## src/rtl/uart_tx_feeder.sv

```systemverilog
// uart_tx_feeder
//
// Byte buffer and launch controller placed directly in front of the UART
// transmitter. Host bytes are queued in a circular FIFO. A small controller
// hands them to the transmitter one at a time. Each byte is launched with a
// single-cycle tx_start pulse. The controller then waits for tx_done_tick
// before it considers the next byte. This lets the host write in bursts
// regardless of the serial line rate.
//
// Ports:
//   clk            system clock, all logic on the rising edge
//   reset          asynchronous, active-high reset
//   wr_en          host write strobe, one byte per cycle while high
//   wr_data        host write byte (DBIT bits)
//   tx_en          launch enable; low holds off new launches, writes still accepted
//   tx_done_tick   one-cycle pulse from the transmitter at the end of the stop bit
//   tx_start       one-cycle launch pulse to the transmitter
//   tx_din         byte to the transmitter, stable from launch until tx_done_tick
//   full           FIFO holds 2**ADDR_W bytes
//   empty          FIFO holds no bytes
//   count          current FIFO occupancy, 0..2**ADDR_W
//   busy           controller is launching or waiting on the transmitter
//   overflow_tick  one-cycle pulse the cycle after a write was attempted while full

module uart_tx_feeder #(
  parameter int DBIT   = 8,
  parameter int ADDR_W = 4
) (
  input  logic              clk,
  input  logic              reset,
  input  logic              wr_en,
  input  logic [DBIT-1:0]   wr_data,
  input  logic              tx_en,
  input  logic              tx_done_tick,
  output logic              tx_start,
  output logic [DBIT-1:0]   tx_din,
  output logic              full,
  output logic              empty,
  output logic [ADDR_W:0]   count,
  output logic              busy,
  output logic              overflow_tick
);

  localparam int              DEPTH     = 2**ADDR_W;
  localparam logic [ADDR_W:0] DEPTH_CNT = (ADDR_W+1)'(DEPTH);

  typedef enum logic [1:0] {
    IDLE,
    LAUNCH,
    WAIT
  } state_t;

  state_t            state_reg;
  state_t            state_next;

  logic [DBIT-1:0]   mem [DEPTH];
  logic [ADDR_W-1:0] wr_ptr;
  logic [ADDR_W-1:0] rd_ptr;

  logic              wr_accept;
  logic              pop;
  logic              load_din;

  // Status flags come straight from the registered occupancy count, so they
  // never glitch on same-cycle write/pop activity.
  assign full  = (count == DEPTH_CNT);
  assign empty = (count == '0);

  // A write attempted while full is dropped, even when a pop happens in the
  // same cycle; the slot freed by that pop only becomes usable next cycle.
  assign wr_accept = wr_en && !full;

  // The only place bytes leave the FIFO is the single LAUNCH cycle.
  assign pop = (state_reg == LAUNCH);

  // Launch pulse and busy are pure Moore outputs of the state register.
  assign tx_start = (state_reg == LAUNCH);
  assign busy     = (state_reg != IDLE);

  // Storage array has no reset: its contents are meaningless once the
  // pointers and count are cleared, so only accepted writes touch it.
  always_ff @(posedge clk) begin
    if (wr_accept) begin
      mem[wr_ptr] <= wr_data;
    end
  end

  // Write pointer advances on every accepted byte and wraps naturally at
  // the FIFO depth.
  always_ff @(posedge clk or posedge reset) begin
    if (reset) begin
      wr_ptr <= '0;
    end else if (wr_accept) begin
      wr_ptr <= wr_ptr + ADDR_W'(1);
    end
  end

  // Read pointer advances once per launch, when the byte already copied to
  // tx_din is retired from the FIFO.
  always_ff @(posedge clk or posedge reset) begin
    if (reset) begin
      rd_ptr <= '0;
    end else if (pop) begin
      rd_ptr <= rd_ptr + ADDR_W'(1);
    end
  end

  // Occupancy tracks accepted writes against pops; a write and a pop in the
  // same cycle cancel out. A pop can never underflow because LAUNCH is only
  // entered with a non-empty FIFO and nothing else removes bytes.
  always_ff @(posedge clk or posedge reset) begin
    if (reset) begin
      count <= '0;
    end else begin
      unique case ({wr_accept, pop})
        2'b10:   count <= count + (ADDR_W+1)'(1);
        2'b01:   count <= count - (ADDR_W+1)'(1);
        default: count <= count;
      endcase
    end
  end

  // Overflow indication is registered, so it shows up the cycle after the
  // rejected write and lasts exactly one cycle per rejected write.
  always_ff @(posedge clk or posedge reset) begin
    if (reset) begin
      overflow_tick <= 1'b0;
    end else begin
      overflow_tick <= wr_en && full;
    end
  end

  // The outgoing byte is captured on the IDLE->LAUNCH decision and then held
  // untouched through LAUNCH and WAIT, so the transmitter sees a stable
  // value for the whole frame.
  always_ff @(posedge clk or posedge reset) begin
    if (reset) begin
      tx_din <= '0;
    end else if (load_din) begin
      tx_din <= mem[rd_ptr];
    end
  end

  // State register for the launch controller. Reset abandons any launch in
  // progress; the transmitter has its own reset.
  always_ff @(posedge clk or posedge reset) begin
    if (reset) begin
      state_reg <= IDLE;
    end else begin
      state_reg <= state_next;
    end
  end

  // Next-state logic. tx_en only gates the IDLE->LAUNCH decision, so a byte
  // already launched always runs to completion. tx_done_tick is only
  // meaningful in WAIT; stray ticks in IDLE or LAUNCH fall through the
  // defaults and are ignored.
  always_comb begin
    state_next = state_reg;
    load_din   = 1'b0;
    unique case (state_reg)
      IDLE: begin
        if (!empty && tx_en) begin
          load_din   = 1'b1;
          state_next = LAUNCH;
        end
      end
      LAUNCH: begin
        state_next = WAIT;
      end
      WAIT: begin
        if (tx_done_tick) begin
          state_next = IDLE;
        end
      end
      default: begin
        state_next = IDLE;
      end
    endcase
  end

endmodule

```

## config.mk

```make
export PLATFORM = sky130hd
export DESIGN_NAME = uart_tx_feeder
export DESIGN_NICKNAME = d
export VERILOG_FILES = /design/src/rtl/uart_tx_feeder.sv
export SDC_FILE = /design/constraint.sdc
export NUM_CORES = 1
export LEC_CHECK = 0
export CAP_MARGIN = 30
export CELL_PAD_IN_SITES_DETAIL_PLACEMENT = 1
export CELL_PAD_IN_SITES_GLOBAL_PLACEMENT = 2
export CORE_UTILIZATION = 46
export DETAILED_ROUTE_END_ITERATION = 8
export PLACE_DENSITY = 0.77
export SETUP_SLACK_MARGIN = 0.3
export SLEW_MARGIN = 10
export SYNTH_ARGS = -nofsm -noshare
export SYNTH_HDL_FRONTEND = slang
export SYNTH_SLANG_ARGS = --single-unit
```

## constraint.sdc

```tcl
create_clock -name clk -period 3.5 [get_ports clk]
set_clock_uncertainty 0.05 [all_clocks]
set_input_delay 0.875 -clock clk [delete_from_list [all_inputs] [get_ports clk]]
set_output_delay 0.875 -clock clk [all_outputs]
set_load 0.02 [all_outputs]
```

# After elaboration in Yosys (flattened, before gate mapping)

Memories as Yosys holds them, arrays and structs flattened. A register that Yosys moved wholly into a read port is not among the register bits.
Index checks and enable logic that the tools add are counted.

Add/subtract/negate cells: 4
$mul: 0
Div/mod/pow operators: 0
Order comparisons: 0
Eq/ne operators: 7
Shifts and indexed selects: 0
Mux-type cells: 8
Bitwise gates (word level): 0
Reductions and logical operators: 10

Operators by type and width:

| operator                                         | number |
|---|---|
| one-hot mux 5 bit (2 select lines)               | 1 |
| adder 4 x 1 -> 4 bit, second input constant      | 2 |
| one-hot mux 2 bit (3 select lines)               | 1 |
| adder 5 x 1 -> 5 bit, second input constant      | 1 |
| == test 5 bit, second input constant             | 1 |
| zero test 5 bit                                  | 1 |
| subtractor 5 x 1 -> 5 bit, second input constant | 1 |
| == test 2 x 1 -> 1 bit, second input constant    | 2 |
| == test 2 bit, second input constant             | 2 |
| 2-to-1 mux 1 bit                                 | 4 |
| 2-to-1 mux 2 bit                                 | 2 |
| != test 2 bit, second input constant             | 2 |
| nonzero test 2 bit                               | 2 |
| logical AND 1 bit                                | 3 |
| zero test 1 bit                                  | 2 |
| zero test 2 bit                                  | 1 |
| AND reduction 2 bit                              | 1 |

Register bits after elaboration: 16
Latch bits: 0
Memory bits (writable): 128
ROM bits: 0
Input port bits: 13
Word-level logic and storage cells: 35
Memories: 1

Memory list:

| memory | words | bits a word | read ports | clocked after memory_dff | wr ports | line | RTL |
|---|---|---|---|---|---|---|---|
| mem    | 16    | 8           | 1          | 1                        | 1        | 56   | `logic [DBIT-1:0] mem [DEPTH];` |

# Logic depth before layout (Yosys ltp)

Gate-level depths: netlist (run 1).

Word-level depth: 5
Gate-level depth with buffers: 12
Gate-level depth less buffers: 10

# Worst setup path after synthesis (run 1)

OpenSTA, ideal clock, no wires.

Kind: input -> register
From: input port wr_en
To: register count[4]
Arrival: 2,968 ps
Setup slack: 402 ps
Cell stages on the path: 10
Path buffers: 1
Cell sequence: a21boi_1 > inv_1 > ha_1 > clkbuf_1 > xor2_1 > ha_1 > a21oi_1 > or3b_2 > a31oi_1 > xor2_1

Word-level cells in the longest chain between the ends: 3

Ends and longest elaborated chain:

| element                                                                         | line | RTL |
|---|---|---|
| from (decl)                                                                     | 31   | `input logic wr_en,` |
| logical AND 1 bit (*)                                                           | 71   | `assign wr_accept = wr_en && !full;` |
| == test 2 x 1 -> 1 bit / == test 2 bit (equally long branches)                  | 115  | `unique case ({wr_accept, pop})` |
| one-hot mux 5 bit (2 select lines) / nonzero test 2 bit (equally long branches) | n/a  |  |
| to (signal assigned)                                                            | 116  | `2'b10: count <= count + (ADDR_W+1)'(1);` |
| to (signal assigned)                                                            | 117  | `2'b01: count <= count - (ADDR_W+1)'(1);` |
| to (signal assigned)                                                            | 118  | `default: count <= count;` |
| to (decl)                                                                       | 39   | `output logic [ADDR_W:0] count,` |

Mark *: on every way between the ends. The rest lies on a longest branch, timed or not.
A chain may end at the register's enable or synchronous reset.

# Worst setup path after layout (run 1)

From: register state_reg[1]
To: output port tx_start

Word-level cells in the longest chain between the ends: 1

Ends and longest elaborated chain:

| element                | line | RTL |
|---|---|---|
| from (decl)            | 53   | `state_t state_reg;` |
| from (signal assigned) | 150  | `state_reg <= state_next;` |
| == test 2 x 1 -> 1 bit | 77   | `assign tx_start = (state_reg == LAUNCH);` |
| to (decl)              | 35   | `output logic tx_start,` |

No other way between the ends.

==> results of run 1 <==
[power by group through the flow]
stage               Sequential (mW)  Clock (mW)  Combinational, mW
CTS                            2.57        1.72               1.83
floorplan                      2.49           0               1.30
finish                         2.56        1.68               1.80
detailed placement             2.60           0               1.82
global placement               2.58           0               1.79
global route                   2.61        1.77               1.95
[worst reg2reg max path, stage by stage, from the launching register on]
cell      delay (ps)
dfrtp_1          480
nor4_2           380
a21boi_1         160
inv_1            100
ha_1             180
xor2_1           160
ha_1             220
a21oi_1           80
or3b_2           460
a31oi_1          210
xor2_1           150
[path summary, 6_finish.rpt]
check | start | depth (start not counted) | end
setup / recovery | state_reg[1] | 2 | tx_start
hold / removal | state_reg[1] | 1 | state_reg[1]
setup reg to reg | count[1] | 10 | count[4]
hold reg to reg | state_reg[1] | 1 | state_reg[1]
max in group asynchronous | reset | 3 | wr_ptr[0]
min in group asynchronous | reset | 2 | count[4]
[final cells by class]
cell class / instances / area (um^2)
Timing Repair Buffer: 51 / 485
Clock buffer: 22 / 464
Inverter: 5 / 18.8
Sequential cell: 152 / 4450
Tap cell: 172 / 215
Multi-Input combinational cell: 145 / 1530
Clock inverter: 10 / 80.1
Fill cell: 1139 / 5530
[logic make-up after synthesis]
family | after synthesis | share of synthesized area [%]
buffers and inverters | 25 | 2.15
AND/OR/NAND/NOR | 46 | 3.86
XOR/XNOR | 13 | 1.87
AO/OA/AOI/OAI | 36 | 3.98
adder cells (fa/ha/maj) | 8 | 1.64
multiplexers | 42 | 13.7
flip-flops | 152 | 72.8
[synth_stat cells (all sizes together)]
cell type / number
nand2: 8
nor2: 16
dfrtp: 24
a2bb2oi: 1
or3b: 1
a21boi: 1
edfxtp: 128
nor3: 5
clkbuf: 5
inv: 5
mux4: 32
o211a: 1
o21ai: 2
or4: 1
a21oi: 12
nand3b: 1
nor4: 1
a31oi: 1
nand4: 2
xor2: 7
and3: 1
and3b: 1
or2: 1
mux2: 10
and2: 1
o22ai: 16
xnor2: 6
o2111ai: 1
nor2b: 2
buf: 15
ha: 8
a21o: 1
nor4b: 1
nand2b: 4
[stage by stage]
step	worst slack [ps]	cells	instance area, um^2	power [mW]
after floorplan	402	322	6100	3.79
after global placement	313	525	6690	4.38
after detailed placement	222	525	6690	4.42
after CTS	305	557	7230	6.12
after global routing	326	557	7240	6.33
final	510	557	7240	6.05
[cells in the final DEF, fill, tap and decap left out, types with 3 or more instances in the layout]
master / count
edfxtp_1: 128
mux4_2: 32
clkdlybuf4s50_1: 29
dfrtp_1: 23
buf_4: 19
clkbuf_16: 17
nor2_1: 16
o22ai_1: 15
a21oi_1: 12
mux2_2: 10
nand2_1: 8
ha_1: 8
xor2_1: 7
clkinv_2: 7
xnor2_1: 6
inv_1: 5
nor3_1: 5
nand2b_1: 4
clkbuf_1: 3
[what timing repair did]
| action | CTS | global route |
|---|---|---|
| endpoints found under the hold margin | 0 | 0 |
| endpoints found under the setup margin | 0 | 2 |
| gates resized for setup | 0 | 2 |
| buffers inserted | 0 | 0 |
[metal layers]
metal | up-vias | part of all wire (%) | wire length [um] | global-route usage [%]
met5 | - | 0 | 0 | 0
met3 | 18 | 4.6 | 589 | 5.87
li1 | 1383 | - | - | -
met2 | 77 | 50 | 6300 | 32.8
met4 | 0 | 1.9 | 237 | 8.44
met1 | 1636 | 44 | 5580 | 26.9
==> impl_metrics.tcl, run 1 <==
set metrics [dict create \
    p_seq_share_pct 42.4 \
    leakagePower_nw 2.49 \
    drc 0 \
    vias 3114 \
    clockPowerShare_pct 27.8 \
    holdBufCountCts 0 \
    grt_use_total_pct 20.6 \
    clock_latency_ps 430 \
    path_delay_family "buffers and inverters" \
    cp-start-kind "flip-flop" \
    gr-total-overflow 0 \
    yosys-top-cells-area "edfxtp_1 (63%), mux4_2 (12%), dfrtp_1 (9.8%)" \
    synth_nets 343 \
    largest_reg_flops 128 \
    netlist_instances 322 \
    grt_max_degree 26 \
    nNetsFinal 393 \
    grt_pass1_vias 3227 \
    syn_to_final_growth_pct 18.7 \
    swShare_pct 30.9 \
    yosys.cell_types.count 38 \
    fin_crit_ps 2990 \
    cts_max_level 4 \
    route.antenna.remaining_nets 0 \
    powerDensity_mw_per_mm2 835 \
    yosys.area.top_type "edfxtp_1" \
    synth.top_cell.area_share_pct 63.0 \
    synth-seq-cells 152 \
    critPathMaxStageDelay_ps 730 \
    antenna_found_initial 0 \
    tightest_slew_ps 705 \
    clkTransAtPathRegs_ps 60 \
    yosys_warnings 0 \
    ir_drop_v 0.000406 \
    synth.avg_cell_area_um2 18.9 \
    combPwrFrac_pct 29.8 \
    fin_util_pct 56.7 \
    die-width_um 117 \
    final_max_slew_viol_count 0 \
    antenna_cells 0 \
    fin_crit_sh_pct 85.4 \
    end_kind "primary output" \
    rsz0062_at_grt "false" \
    root_buffer "clkbuf_16" \
    numCtsBuffers 17 \
    largestRegisters "mem x128, tx_din x8, count x5" \
    via_per_inst 5.59 \
    place_hpwl_mm 8.29 \
    clockBufferDepth 2 \
    cp.buffers_inverters 1 \
    p_switching_mw 1.87 \
    first_pass_iters 4 \
    clock-sinks 152 \
    rrSetupSlack_ps 790 \
    hold_violations 0 \
    syn_area_mm2 0.00610 \
    crit_slowest_cell "clkdlybuf4s50_1" \
    fp-row-count 41 \
    fmax_mhz 334 \
    place_congestion 0.758 \
    worstPathMaxFanout 8 \
    cp.required_ps 2570 \
    chipHeight_um 117 \
    drt_wl_total_mm 12.7 \
    drive_gt1_share_pct 25.7 \
    setup_viol 0 \
    drt_iter0_markers 265 \
    hold_path_class "flip-flop to flip-flop" \
    dieArea_mm2 0.0137 \
    wire_per_inst_um 22.8 \
    pin_count 31 \
    grt_pass1_wl_mm 19.0 \
    whs_ps 454 \
    ys_seq_area_share_pct 72.8 \
    worstPathArrival_ps 2070 \
    path_class "flip-flop to primary output" \
    relSlewSlack_pct 52.9 \
    setup_tns_ps 0 \
    core-area_mm2 0.0128 \
    cp_cell_sequence "nor2b_1, clkdlybuf4s50_1" \
    cts_tree "yes" \
    maxCapViolations 0 \
    start_util_pct 47.8 \
    internal_power_mw 4.18 \
    io_buffers 30 \
    outcome "complete, no violations" \
    top_register "mem" \
]
No activity file was read; power rests on OpenSTA's default activity.
==> run 2: changes to the inputs <==
Settings changed: GPL_TIMING_DRIVEN from default to 0, SLEW_MARGIN 10 to default.
==> impl_metrics.tcl, run 2 (synthesis results as in run 1) <==
set metrics [dict create \
    drc 0 \
    final_max_slew_viol_count 0 \
    route.antenna.remaining_nets 0 \
    via_per_inst 5.55 \
    drt_iter0_markers 261 \
    grt_use_total_pct 21.4 \
    worstPathMaxFanout 8 \
    tightest_slew_ps 982 \
    fin_util_pct 56.9 \
    syn_to_final_growth_pct 19.2 \
    numCtsBuffers 17 \
    fin_crit_ps 3060 \
    internal_power_mw 4.30 \
    combPwrFrac_pct 32.8 \
    clock_latency_ps 420 \
    crit_start "count[2]" \
    io_buffers 30 \
    chipHeight_um 117 \
    drive_gt1_share_pct 24.2 \
    mostFrequentLayoutCells "edfxtp_1 (128), mux4_2 (32), clkdlybuf4s50_1 (29)" \
    setup_viol 0 \
    stdcell_count 560 \
    dieArea_mm2 0.0137 \
    r2r_start "count[2]" \
    place_congestion 0.813 \
    nNetsFinal 397 \
    maxCapViolations 0 \
    first_pass_iters 4 \
    pin_count 31 \
    start_util_pct 47.8 \
    dp.cells 528 \
    place_hpwl_mm 8.60 \
    antenna_cells 0 \
    clkTransAtPathRegs_ps 60 \
    ir_drop_v 0.000481 \
    rsz0062_at_grt "false" \
    fin_crit_sh_pct 87.3 \
    end_kind "primary output" \
    gr-total-overflow 0 \
    antenna_found_initial 0 \
    grt_pass1_vias 3313 \
    cp.required_ps 2570 \
    core-area_mm2 0.0128 \
    largestRegisters "mem x128, tx_din x8, count x5" \
    swShare_pct 31.0 \
    cts_tree "yes" \
    leakagePower_nw 2.47 \
    clock-sinks 152 \
    clockPowerShare_pct 28.5 \
    fp-row-count 41 \
    die-width_um 117 \
    cts_max_level 4 \
    largest_reg_flops 128 \
    worstHoldStart "state_reg[1]" \
    holdBufCountCts 0 \
    fmax_mhz 327 \
    p_seq_share_pct 38.7 \
    worstPathArrival_ps 2130 \
    path_class "flip-flop to primary output" \
    outcome "complete, no violations" \
    hold_path_class "flip-flop to flip-flop" \
    drt_wl_total_mm 13.0 \
    top_register "mem" \
    vias 3108 \
    hold_violations 0 \
    mostFrequentLayoutCell "edfxtp_1" \
    root_buffer "clkbuf_16" \
    grt_max_degree 17 \
    wire_per_inst_um 23.2 \
    p_total_mw 6.23 \
    cp-start-kind "flip-flop" \
    grt_pass1_wl_mm 19.7 \
    clockBufferDepth 2 \
    powerDensity_mw_per_mm2 857 \
    relSlewSlack_pct 34.3 \
    p_switching_mw 1.93 \
]
[run 2: cell types whose count changed in the layout (fill, tap and decap cells not counted), sizes merged]
cell and delta:
clkinvlp -1, bufinv +2, dlygate4sd2 +1, dlymetal6s2s -1, clkinv +1, clkbuf +2
buf -1
[run 2: through the flow]
stage,hold slack [ps],setup TNS (ps),worst slack (ps),area [um^2]
6_report,492,0,443,7270
5_1_grt,509,0,303,7270
4_1_cts,496,0,298,7250
3_5_place_dp,483,-2460,-608,6670
3_3_place_gp,438,-10490,-462,6620
2_1_floorplan,423,0,402,6100
[run 2: final cells by class]
class / instances / area, um^2
flip-flops and latches: 152 / 4440
inverters: 5 / 18.8
clock inverters: 12 / 134
fillers: 1119 / 5500
clock buffers: 19 / 433
plain buffers: 20 / 114
multi-input cells: 145 / 1560
well taps: 172 / 215
repair buffers: 35 / 352
[run 2: worst max-delay path, cell delays in order, from the launching register on]
cell and delay [ps]:
dfrtp_1 380, buf_2 180, nor4_4 370, and2_1 180, clkdlybuf4s50_1 610
[run 2: worst paths after layout]
check / end / slack, ps / cells past startpoint
max in group asynchronous: wr_ptr[3] / 2200 / 3
hold / removal: state_reg[1] / 490 / 1
min in group asynchronous: tx_din[4] / 760 / 2
setup reg to reg: count[4] / 580 / 12
hold reg to reg: state_reg[1] / 490 / 1
setup / recovery: full / 440 / 4
[run 2: metal layers]
metal | track usage [%] | part of all wire [%]
met5 | 0 | 0
met2 | 35.1 | 51
met4 | 7.93 | 1.0
met3 | 4.89 | 4.9
met1 | 28.0 | 43
[run 2: repair_timing]
action | CTS | global route
buffers inserted | 0 | 1
setup endpoints to repair | 7 | 2
gates cloned | 0 | 0
gates resized for setup | 5 | 2
[run 2: power by group through the flow]
| stage | Combinational [mW] | Clock (mW) | Sequential, mW |
|---|---|---|---|
| 3_5_place_dp | 2.04 | 0 | 2.44 |
| 2_1_floorplan | 1.30 | 0 | 2.49 |
| 4_1_cts | 2.07 | 1.80 | 2.41 |
| 6_report | 2.04 | 1.77 | 2.41 |
| 5_1_grt | 2.23 | 1.86 | 2.44 |
| 3_3_place_gp | 1.99 | 0 | 2.42 |
